### src/rtl/pacman_pkg.sv
// Shared definitions for the pellet tracker slice.
// Purpose: grid geometry, the default pellet and power-pellet layouts, the
//          pellet count derived from the layout, colour constants, the tracker
//          state enum and small axis-mapping helpers used by the eat pipeline
//          and the renderer.
// Ports:   none (package).
package pacman_pkg;

    localparam int COLS       = 16;
    localparam int ROWS       = 12;
    localparam int CELL_SHIFT = 5;
    localparam int IDX_W      = $clog2((COLS > ROWS) ? COLS : ROWS);

    typedef logic [COLS-1:0]            row_t;
    typedef logic [ROWS-1:0][COLS-1:0]  mask_t;

    // Row 0 is the rightmost element; bit c of a row is column c.
    // Rows 0 and 11 full, rows 1..4 carry the two edge columns: 40 pellets.
    localparam mask_t PELLET_MASK = {16'hFFFF, {6{16'h0000}}, {4{16'h8001}}, 16'hFFFF};
    // The four corner cells.
    localparam mask_t POWER_MASK  = {16'h8001, {10{16'h0000}}, 16'h8001};

    function automatic int count_bits(input mask_t m);
        int n;
        n = 0;
        for (int r = 0; r < ROWS; r++)
            for (int c = 0; c < COLS; c++)
                if (m[r][c]) n++;
        return n;
    endfunction

    localparam int PELLET_TOTAL = count_bits(PELLET_MASK);

    localparam logic [11:0] PELLET_RGB = 12'hFFF;
    localparam logic [11:0] BLANK_RGB  = 12'h000;

    typedef enum logic [1:0] {ST_IDLE, ST_LOAD, ST_PLAY, ST_DONE} tracker_state_t;

    // One axis of a pixel position mapped onto the grid.
    typedef struct packed {
        logic                  ok;   // inside the grid on this axis
        logic [IDX_W-1:0]      idx;  // cell index
        logic [CELL_SHIFT-1:0] off;  // pixel offset inside the cell
    } axis_t;

    function automatic axis_t map_axis(input logic [9:0] p, input int origin, input int cells);
        axis_t a;
        int    d;
        d     = int'(p) - origin;
        a.ok  = (d >= 0) && ((d >> CELL_SHIFT) < cells);
        a.idx = IDX_W'(d >> CELL_SHIFT);
        a.off = CELL_SHIFT'(d);
        return a;
    endfunction

    // |off - cell centre| <= radius
    function automatic logic near_centre(input logic [CELL_SHIFT-1:0] off, input int radius);
        int d;
        d = int'(off) - (1 << (CELL_SHIFT - 1));
        if (d < 0) d = -d;
        return (d <= radius);
    endfunction

endpackage

### src/rtl/pellet_tracker_if.sv
// Bundle of the pellet tracker's control, position, raster and result signals.
// Ports: master drives start/ack/move_tick/lose/pacX/pacY/hCount/vCount/bright
//        and observes the results; slave (the tracker) is the mirror image.
interface pellet_tracker_if;
    logic        start;
    logic        ack;
    logic        move_tick;
    logic        lose;
    logic [9:0]  pacX;
    logic [9:0]  pacY;
    logic [9:0]  hCount;
    logic [9:0]  vCount;
    logic        bright;
    logic [15:0] score;
    logic [7:0]  pellets_left;
    logic        win;
    logic        eat_pulse;
    logic        power_pulse;
    logic        pelletFill;
    logic [11:0] rgb;

    modport master (
        output start, ack, move_tick, lose, pacX, pacY, hCount, vCount, bright,
        input  score, pellets_left, win, eat_pulse, power_pulse, pelletFill, rgb
    );

    modport slave (
        input  start, ack, move_tick, lose, pacX, pacY, hCount, vCount, bright,
        output score, pellets_left, win, eat_pulse, power_pulse, pelletFill, rgb
    );
endinterface

### src/rtl/pellet_bitmap.sv
// ROWS x COLS pellet storage.
// Ports: clk, reset_n (async, active-low, clears every bit);
//        load_en/load_row/load_bits  - write a whole row;
//        clr_en/clr_row/clr_col      - clear a single bit;
//        eat_row/eat_col -> eat_bit  - scoring read (combinational);
//        pix_row/pix_col -> pix_bit  - render read (combinational).
module pellet_bitmap #(
    parameter int COLS  = pacman_pkg::COLS,
    parameter int ROWS  = pacman_pkg::ROWS,
    parameter int IDX_W = pacman_pkg::IDX_W
) (
    input  logic             clk,
    input  logic             reset_n,
    input  logic             load_en,
    input  logic [IDX_W-1:0] load_row,
    input  logic [COLS-1:0]  load_bits,
    input  logic             clr_en,
    input  logic [IDX_W-1:0] clr_row,
    input  logic [IDX_W-1:0] clr_col,
    input  logic [IDX_W-1:0] eat_row,
    input  logic [IDX_W-1:0] eat_col,
    output logic             eat_bit,
    input  logic [IDX_W-1:0] pix_row,
    input  logic [IDX_W-1:0] pix_col,
    output logic             pix_bit
);
    import pacman_pkg::*;

    logic [COLS-1:0] cells [ROWS];

    always_ff @(posedge clk or negedge reset_n) begin
        if (!reset_n) begin
            for (int r = 0; r < ROWS; r++) cells[r] <= '0;
        end else if (load_en) begin
            cells[load_row] <= load_bits;
        end else if (clr_en) begin
            cells[clr_row][clr_col] <= 1'b0;
        end
    end

    assign eat_bit = cells[eat_row][eat_col];
    assign pix_bit = cells[pix_row][pix_col];

endmodule

### src/rtl/pellet_tracker.sv
// Pellet tracker: maps Pac-Man's position onto the pellet grid, clears eaten
// pellets, keeps the saturating score and the remaining count, flags a win,
// and renders the pellet layer of the VGA image.
// Ports: clk, reset_n (async, active-low), bus (pellet_tracker_if.slave).
// Config macro: PELLET_POWER_EN - corner power pellets score POWER_POINTS,
//               pulse power_pulse and render as 7x7 dots; when undefined all
//               pellets are normal and power_pulse is tied low.
module pellet_tracker #(
    parameter int COLS          = pacman_pkg::COLS,
    parameter int ROWS          = pacman_pkg::ROWS,
    parameter int CELL_SHIFT    = pacman_pkg::CELL_SHIFT,
    parameter int X_ORIGIN      = 0,
    parameter int Y_ORIGIN      = 0,
    parameter int HIT_WIN       = 4,
    parameter int PELLET_POINTS = 10,
    parameter int POWER_POINTS  = 50
) (
    input  logic             clk,
    input  logic             reset_n,
    pellet_tracker_if.slave  bus
);
    import pacman_pkg::*;

    localparam logic [IDX_W-1:0] LAST_ROW = IDX_W'(ROWS - 1);
    localparam logic [15:0]      PTS_N    = 16'(PELLET_POINTS);
    localparam logic [15:0]      PTS_P    = 16'(POWER_POINTS);

    tracker_state_t   state;
    logic [IDX_W-1:0] load_cnt;
    logic [15:0]      score;
    logic [7:0]       pellets_left;
    logic             win, eat_pulse, fill_q;
    logic [11:0]      rgb_q;

    axis_t            ex, ey, rx, ry;
    logic             hit_c, vld_p1, eat_bit, eat_now, pix_bit, fill_c;
    logic             pwr_eat, pwr_pix;
    logic [IDX_W-1:0] col_p1, row_p1;
    logic [15:0]      pts;
    int               dot_r;

    function automatic logic [15:0] sat_add16(input logic [15:0] a, input logic [15:0] b);
        logic [16:0] s;
        s = {1'b0, a} + {1'b0, b};
        return s[16] ? 16'hFFFF : s[15:0];
    endfunction

    always_comb begin
        ex      = map_axis(bus.pacX, X_ORIGIN, COLS);
        ey      = map_axis(bus.pacY, Y_ORIGIN, ROWS);
        rx      = map_axis(bus.hCount, X_ORIGIN, COLS);
        ry      = map_axis(bus.vCount, Y_ORIGIN, ROWS);
        hit_c   = ex.ok && ey.ok && near_centre(ex.off, HIT_WIN) && near_centre(ey.off, HIT_WIN);
        // Bitmap is read here, after any clear from the previous tick has landed.
        eat_now = vld_p1 && (state == ST_PLAY) && eat_bit;
`ifdef PELLET_POWER_EN
        pwr_eat = POWER_MASK[row_p1][col_p1];
        pwr_pix = POWER_MASK[ry.idx][rx.idx];
`else
        pwr_eat = 1'b0;
        pwr_pix = 1'b0;
`endif
        pts     = pwr_eat ? PTS_P : PTS_N;
        dot_r   = pwr_pix ? 3 : 1;
        fill_c  = rx.ok && ry.ok && pix_bit && near_centre(rx.off, dot_r) && near_centre(ry.off, dot_r);
    end

    // ---- stage 1: cell coordinates of the tick ----
    always_ff @(posedge clk) begin
        if (bus.move_tick) begin
            col_p1 <= ex.idx;
            row_p1 <= ey.idx;
        end
    end

    // ---- stage 2: score / count update, plus the round FSM ----
    always_ff @(posedge clk or negedge reset_n) begin
        if (!reset_n) begin
            state        <= ST_IDLE;
            load_cnt     <= '0;
            vld_p1       <= 1'b0;
            score        <= '0;
            pellets_left <= '0;
            win          <= 1'b0;
            eat_pulse    <= 1'b0;
        end else begin
            vld_p1    <= bus.move_tick && (state == ST_PLAY) && hit_c;
            eat_pulse <= eat_now;
            if (eat_now) begin
                score        <= sat_add16(score, pts);
                pellets_left <= pellets_left - 8'd1;
            end
            case (state)
                ST_IDLE: if (bus.start) begin
                    state    <= ST_LOAD;
                    load_cnt <= '0;
                end
                ST_LOAD: begin
                    score <= '0;
                    if (load_cnt == LAST_ROW) begin
                        state        <= ST_PLAY;
                        pellets_left <= 8'(PELLET_TOTAL);
                    end else begin
                        load_cnt <= load_cnt + 1'b1;
                    end
                end
                ST_PLAY: if (bus.lose) begin
                    state <= ST_DONE;
                    win   <= 1'b0;
                end else if (pellets_left == 8'd0) begin
                    state <= ST_DONE;
                    win   <= 1'b1;
                end
                ST_DONE: if (bus.ack) begin
                    state <= ST_IDLE;
                    win   <= 1'b0;
                end
                default: state <= ST_IDLE;
            endcase
        end
    end

`ifdef PELLET_POWER_EN
    logic power_q;
    always_ff @(posedge clk or negedge reset_n) begin
        if (!reset_n) power_q <= 1'b0;
        else          power_q <= eat_now && pwr_eat;
    end
    assign bus.power_pulse = power_q;
`else
    assign bus.power_pulse = 1'b0;
`endif

    // ---- render: one registered stage behind the raster ----
    always_ff @(posedge clk or negedge reset_n) begin
        if (!reset_n) begin
            fill_q <= 1'b0;
            rgb_q  <= BLANK_RGB;
        end else begin
            fill_q <= fill_c;
            rgb_q  <= (bus.bright && fill_c) ? PELLET_RGB : BLANK_RGB;
        end
    end

    pellet_bitmap #(.COLS(COLS), .ROWS(ROWS), .IDX_W(IDX_W)) u_bitmap (
        .clk      (clk),
        .reset_n  (reset_n),
        .load_en  (state == ST_LOAD),
        .load_row (load_cnt),
        .load_bits(PELLET_MASK[load_cnt]),
        .clr_en   (eat_now),
        .clr_row  (row_p1),
        .clr_col  (col_p1),
        .eat_row  (row_p1),
        .eat_col  (col_p1),
        .eat_bit  (eat_bit),
        .pix_row  (ry.idx),
        .pix_col  (rx.idx),
        .pix_bit  (pix_bit)
    );

    assign bus.score        = score;
    assign bus.pellets_left = pellets_left;
    assign bus.win          = win;
    assign bus.eat_pulse    = eat_pulse;
    assign bus.pelletFill   = fill_q;
    assign bus.rgb          = rgb_q;

endmodule
### src/flat_wrapper.sv
// flat-port wrapper written by rule: the top's interface ports become plain ports
module pellet_tracker_flat import pacman_pkg::*;
#(
    parameter int COLS          = pacman_pkg::COLS,
    parameter int ROWS          = pacman_pkg::ROWS,
    parameter int CELL_SHIFT    = pacman_pkg::CELL_SHIFT,
    parameter int X_ORIGIN      = 0,
    parameter int Y_ORIGIN      = 0,
    parameter int HIT_WIN       = 4,
    parameter int PELLET_POINTS = 10,
    parameter int POWER_POINTS  = 50
)
  (clk, reset_n, bus_start, bus_ack, bus_move_tick, bus_lose, bus_pacX, bus_pacY, bus_hCount, bus_vCount, bus_bright, bus_score, bus_pellets_left, bus_win, bus_eat_pulse, bus_power_pulse, bus_pelletFill, bus_rgb);
  pellet_tracker_if bus_i ();
  input  logic clk;
  input  logic reset_n;
  input wire logic [$bits(bus_i.start)-1:0] bus_start;
  input wire logic [$bits(bus_i.ack)-1:0] bus_ack;
  input wire logic [$bits(bus_i.move_tick)-1:0] bus_move_tick;
  input wire logic [$bits(bus_i.lose)-1:0] bus_lose;
  input wire logic [$bits(bus_i.pacX)-1:0] bus_pacX;
  input wire logic [$bits(bus_i.pacY)-1:0] bus_pacY;
  input wire logic [$bits(bus_i.hCount)-1:0] bus_hCount;
  input wire logic [$bits(bus_i.vCount)-1:0] bus_vCount;
  input wire logic [$bits(bus_i.bright)-1:0] bus_bright;
  output wire logic [$bits(bus_i.score)-1:0] bus_score;
  output wire logic [$bits(bus_i.pellets_left)-1:0] bus_pellets_left;
  output wire logic [$bits(bus_i.win)-1:0] bus_win;
  output wire logic [$bits(bus_i.eat_pulse)-1:0] bus_eat_pulse;
  output wire logic [$bits(bus_i.power_pulse)-1:0] bus_power_pulse;
  output wire logic [$bits(bus_i.pelletFill)-1:0] bus_pelletFill;
  output wire logic [$bits(bus_i.rgb)-1:0] bus_rgb;
  assign bus_i.start = bus_start;
  assign bus_i.ack = bus_ack;
  assign bus_i.move_tick = bus_move_tick;
  assign bus_i.lose = bus_lose;
  assign bus_i.pacX = bus_pacX;
  assign bus_i.pacY = bus_pacY;
  assign bus_i.hCount = bus_hCount;
  assign bus_i.vCount = bus_vCount;
  assign bus_i.bright = bus_bright;
  assign bus_score = bus_i.score;
  assign bus_pellets_left = bus_i.pellets_left;
  assign bus_win = bus_i.win;
  assign bus_eat_pulse = bus_i.eat_pulse;
  assign bus_power_pulse = bus_i.power_pulse;
  assign bus_pelletFill = bus_i.pelletFill;
  assign bus_rgb = bus_i.rgb;
  pellet_tracker #(.COLS(COLS), .ROWS(ROWS), .CELL_SHIFT(CELL_SHIFT), .X_ORIGIN(X_ORIGIN), .Y_ORIGIN(Y_ORIGIN), .HIT_WIN(HIT_WIN), .PELLET_POINTS(PELLET_POINTS), .POWER_POINTS(POWER_POINTS)) u_core (.clk(clk), .reset_n(reset_n), .bus(bus_i));
endmodule
### config.mk
export PLATFORM = sky130hd
export DESIGN_NAME = pellet_tracker_flat
export DESIGN_NICKNAME = d
export VERILOG_FILES = /design/src/rtl/pacman_pkg.sv /design/src/rtl/pellet_tracker_if.sv /design/src/rtl/pellet_bitmap.sv /design/src/rtl/pellet_tracker.sv /design/src/flat_wrapper.sv
export SDC_FILE = /design/constraint.sdc
export NUM_CORES = 1
export LEC_CHECK = 0
export CAP_MARGIN = 10
export CORE_AREA = 8 8 189 191
export CTS_CLUSTER_SIZE = 10
export DETAILED_ROUTE_END_ITERATION = 10
export DIE_AREA = 0 0 197 199
export PLACE_DENSITY = 0.62
export SLEW_MARGIN = 10
export SYNTH_ARGS = -nofsm -noshare
export SYNTH_HDL_FRONTEND = slang
export SYNTH_SLANG_ARGS = --single-unit
### constraint.sdc
create_clock -name clk -period 5.8 [get_ports clk]
set_input_delay 1.74 -clock clk [delete_from_list [all_inputs] [get_ports clk]]
set_output_delay 1.74 -clock clk [all_outputs]
set_load 0.03 [all_outputs]
==> flow_metrics.tcl <==
set metrics [dict create \
    final_max_slew_viol_count 0 \
    fin_skew_ns 0.0119 \
    dieArea_um2 39200 \
    cpMostUsedCell "buf_4" \
    cp_slowest_cell "edfxtp_1" \
    reg2reg_to "u_core.u_bitmap.cells[180]" \
    grt_pass1_wl_um 80400 \
    n_antenna_cell 0 \
    dp_cells 1994 \
    rows 67 \
    use_met2_pct 40.4 \
    vias 13087 \
    rsz0062_at_grt "no" \
    synth_top_family_by_area "compound AO/OA/AOI/OAI gates" \
    clock_latency_ns 0.56 \
    antenna_found_initial 0 \
    clockBufferDepth 3 \
    grt_pass1_vias 12861 \
    grt_max_degree 122 \
    grtUsageMet1_pct 35.1 \
    synthesis.instances 1559 \
    die_h_um 199 \
    clkSinkCount 235 \
    finalHoldViolations 0 \
    core_um2 32900 \
    setup_viol 0 \
    routabilityCongestion 0.953 \
    cts.clk_slew.worst_paths_ns 0.06 \
    holdCritStartpoint "u_core.bus.score[0]" \
    leakagePower_nw 6.85 \
    async_reset_ff_share_pct 96.6 \
    post_cts_buffers 0 \
    grt_overflow_total 0 \
    numCtsBuffers 29 \
    drt_drc_violations_left 0 \
    drive_gt1_share_pct 11.2 \
    cts-resized-gates 0 \
    syn2layout_area_growth_pct 14.0 \
    start_util_pct 44.1 \
    ios 87 \
    post-route-util_pct 50.2 \
    critPathKind "reg2reg" \
    synth-seq-area-share_pct 40.9 \
    r2r_start "u_core.row_p1[1]" \
    rr_worst_depth 10 \
    status "finished clean" \
    crit_chain "buf_4, mux2i_1, a2111oi_0, nand3_1, nand4_1, nor4_4, a21oi_4, buf_4, and2_0, a21oi_1" \
    whs_ns 0.503 \
    wl_per_cell_um 25.5 \
    min_period_ns 4.37 \
    syn_area_um2 14500 \
    synthMuxAreaShare_pct 14.7 \
    finalSetupTns_ns 0 \
    grt_usage_pct 26.5 \
    p_total_w 0.00479 \
    drt_wl_total_um 51900 \
    critPathLaunchType "flip-flop" \
    die_w_um 197 \
    crit_arrival_ns 4.79 \
    yosysWarningCount 0 \
    synth_compound_area_share_pct 22.9 \
    synth-xor-area-share_pct 0.302 \
    period_share_pct 75.4 \
    grt_busiest_layer "met2" \
    syn_nets 1622 \
    power-per-cell-area_nw_per_um2 290 \
    fmax_ghz 0.229 \
    via_per_inst 6.42 \
    end_kind "flip-flop" \
    io_buffer_count 85 \
    ir_drop_v 0.000225 \
    cts_tree "done" \
    crit_required_ns 6.22 \
    ctsHoldBuffers 0 \
    synthSimpleGateAreaFrac_pct 14.4 \
    max_cap_viol_count 0 \
    nets 1641 \
    stdcell_count 2038 \
    worstHoldEndpoint "u_core.bus.score[0]" \
    crit_path_max_incr_delay_ns 0.91 \
    worst_pin_slew_ns 1.21 \
    syn_area_per_cell_um2 9.29 \
    maxSlewHeadroom_pct 19.1 \
    crit_fanout 45 \
    hold_path.class "reg2reg" \
    synth_edf_count 8 \
    synth_seq_cells 235 \
    synth-main-ff-cell "dfrtp_1" \
    htree_levels 1 \
    final_antenna_net_count 0 \
    dpl.hpwl_um 35000 \
    drtIter0Drc 1474 \
    clock-root-buffer "clkbuf_16" \
    synthAdderAreaFrac_pct 1.38 \
    synth.distinct_cells 63 \
    hold_path_depth 2 \
    dr.pass1.iters 6 \
    met3_usage_pct 5.19 \
    rrSetupSlack_ns 1.43 \
]
-- layout by cell type (no fill, tap or decap), drive strengths merged, types with 54 or more instances in the layout --
cell | Yosys | layout
nor2 | 102 | 102
buf | 69 | 54
o211ai | 72 | 72
clkdlybuf4s50 | 0 | 82
dfrtp | 227 | 227
a21oi | 229 | 229
o21a | 62 | 62
nand2 | 222 | 222
mux4 | 54 | 54
mux2i | 83 | 83
-- report_power, final --
| part | switching [W] | internal (W) |
|---|---|---|
| Clock | 0.000690 | 0.00100 |
| Sequential | 0.0000660 | 0.00170 |
| Combinational | 0.000878 | 0.000458 |
-- metal layers --
layer  part of all wire [%]  wire length [um]
met5                      0                 0
met4                    5.9              3050
met3                    8.1              4220
met2                     45             23200
met1                     41             21500
-- through the flow --
| step | worst slack (ns) | area, um^2 |
|---|---|---|
| after floorplan | 1.93 | 14500 |
| after global placement | 1.30 | 15700 |
| after detailed placement | 1.23 | 15700 |
| after CTS | 1.45 | 16500 |
| after global routing | 1.26 | 16500 |
| final | 1.43 | 16500 |
-- state kept, by name, indices dropped and copies added, names as in the netlist --
signal and flops:
u_core.load_cnt 4, u_core.u_bitmap.cells 192, u_core.col_p1 4, u_core.bus.eat_pulse 1
u_core.bus.rgb 1, u_core.vld_p1 1, u_core.bus.win 1, u_core.state 2
u_core.bus.pelletFill 1, u_core.bus.score 16, u_core.row_p1 4, u_core.bus.pellets_left 8
-- area by class of cell --
type,count,area [um^2]
Timing Repair Buffer,136,1230
Multi-Input combinational cell,1149,7850
Inverter,27,101
Fill cell,3105,16400
Tap cell,448,561
Clock buffer,38,769
Clock inverter,5,75.1
Sequential cell,235,5920
-- logic make-up after synthesis --
kind of cell,after synthesis
AOI/OAI and AO/OA,524
xor gates and xnor gates,5
adders and majority gates,16
buffers and inverters,175
DFF,235
muxes,144
other,1
and+or+nand+nor,459
-- cell usage after synthesis, drive strengths merged (8+ instances only) --
cell type  instances  area share [%]
a211oi            22             1.1
a2111oi           13            0.79
nand4             10            0.43
o21a              62             3.2
a41oi             12            0.73
ha                16             1.4
nor3              24            0.83
buf               69             2.8
a21oi            229             8.0
and3              13            0.56
mux2i             83             5.7
mux4              54             8.4
o22ai             18            0.78
inv               27            0.70
nor2b             11            0.48
a22oi             21             1.1
o211ai            72             3.7
dfrtp            227              39
and2              11            0.48
o21ai             43             1.5
nand2            222             5.8
clkbuf            79             2.0
edfxtp             8             1.7
nand2b            11            0.48
nand3             28            0.97
nor2             102             2.7
-- how the worst max path moves through the flow --
stage                                       endpoint        startpoint  cells past startpoint
after detailed placement          u_core.bus.rgb[10]     bus_vCount[7]                      9
final                     u_core.u_bitmap.cells[180]  u_core.row_p1[1]                     10
after global placement            u_core.bus.rgb[10]     bus_vCount[7]                      9
after floorplan                   u_core.bus.rgb[10]     bus_vCount[5]                     11
after CTS                   u_core.u_bitmap.cells[6]  u_core.row_p1[1]                      9
after global routing      u_core.u_bitmap.cells[180]  u_core.row_p1[1]                     10
-- critical path, delay by kind of cell, from the launching register on --
| kind | cells | cell delay, ns |
|---|---|---|
| buf+inv | 2 | 1.03 |
| compound gates | 3 | 1.09 |
| flops | 1 | 0.91 |
| simple gates | 4 | 1.03 |
| mux | 1 | 0.13 |
Note: power is estimated with default switching activity, not from simulation.
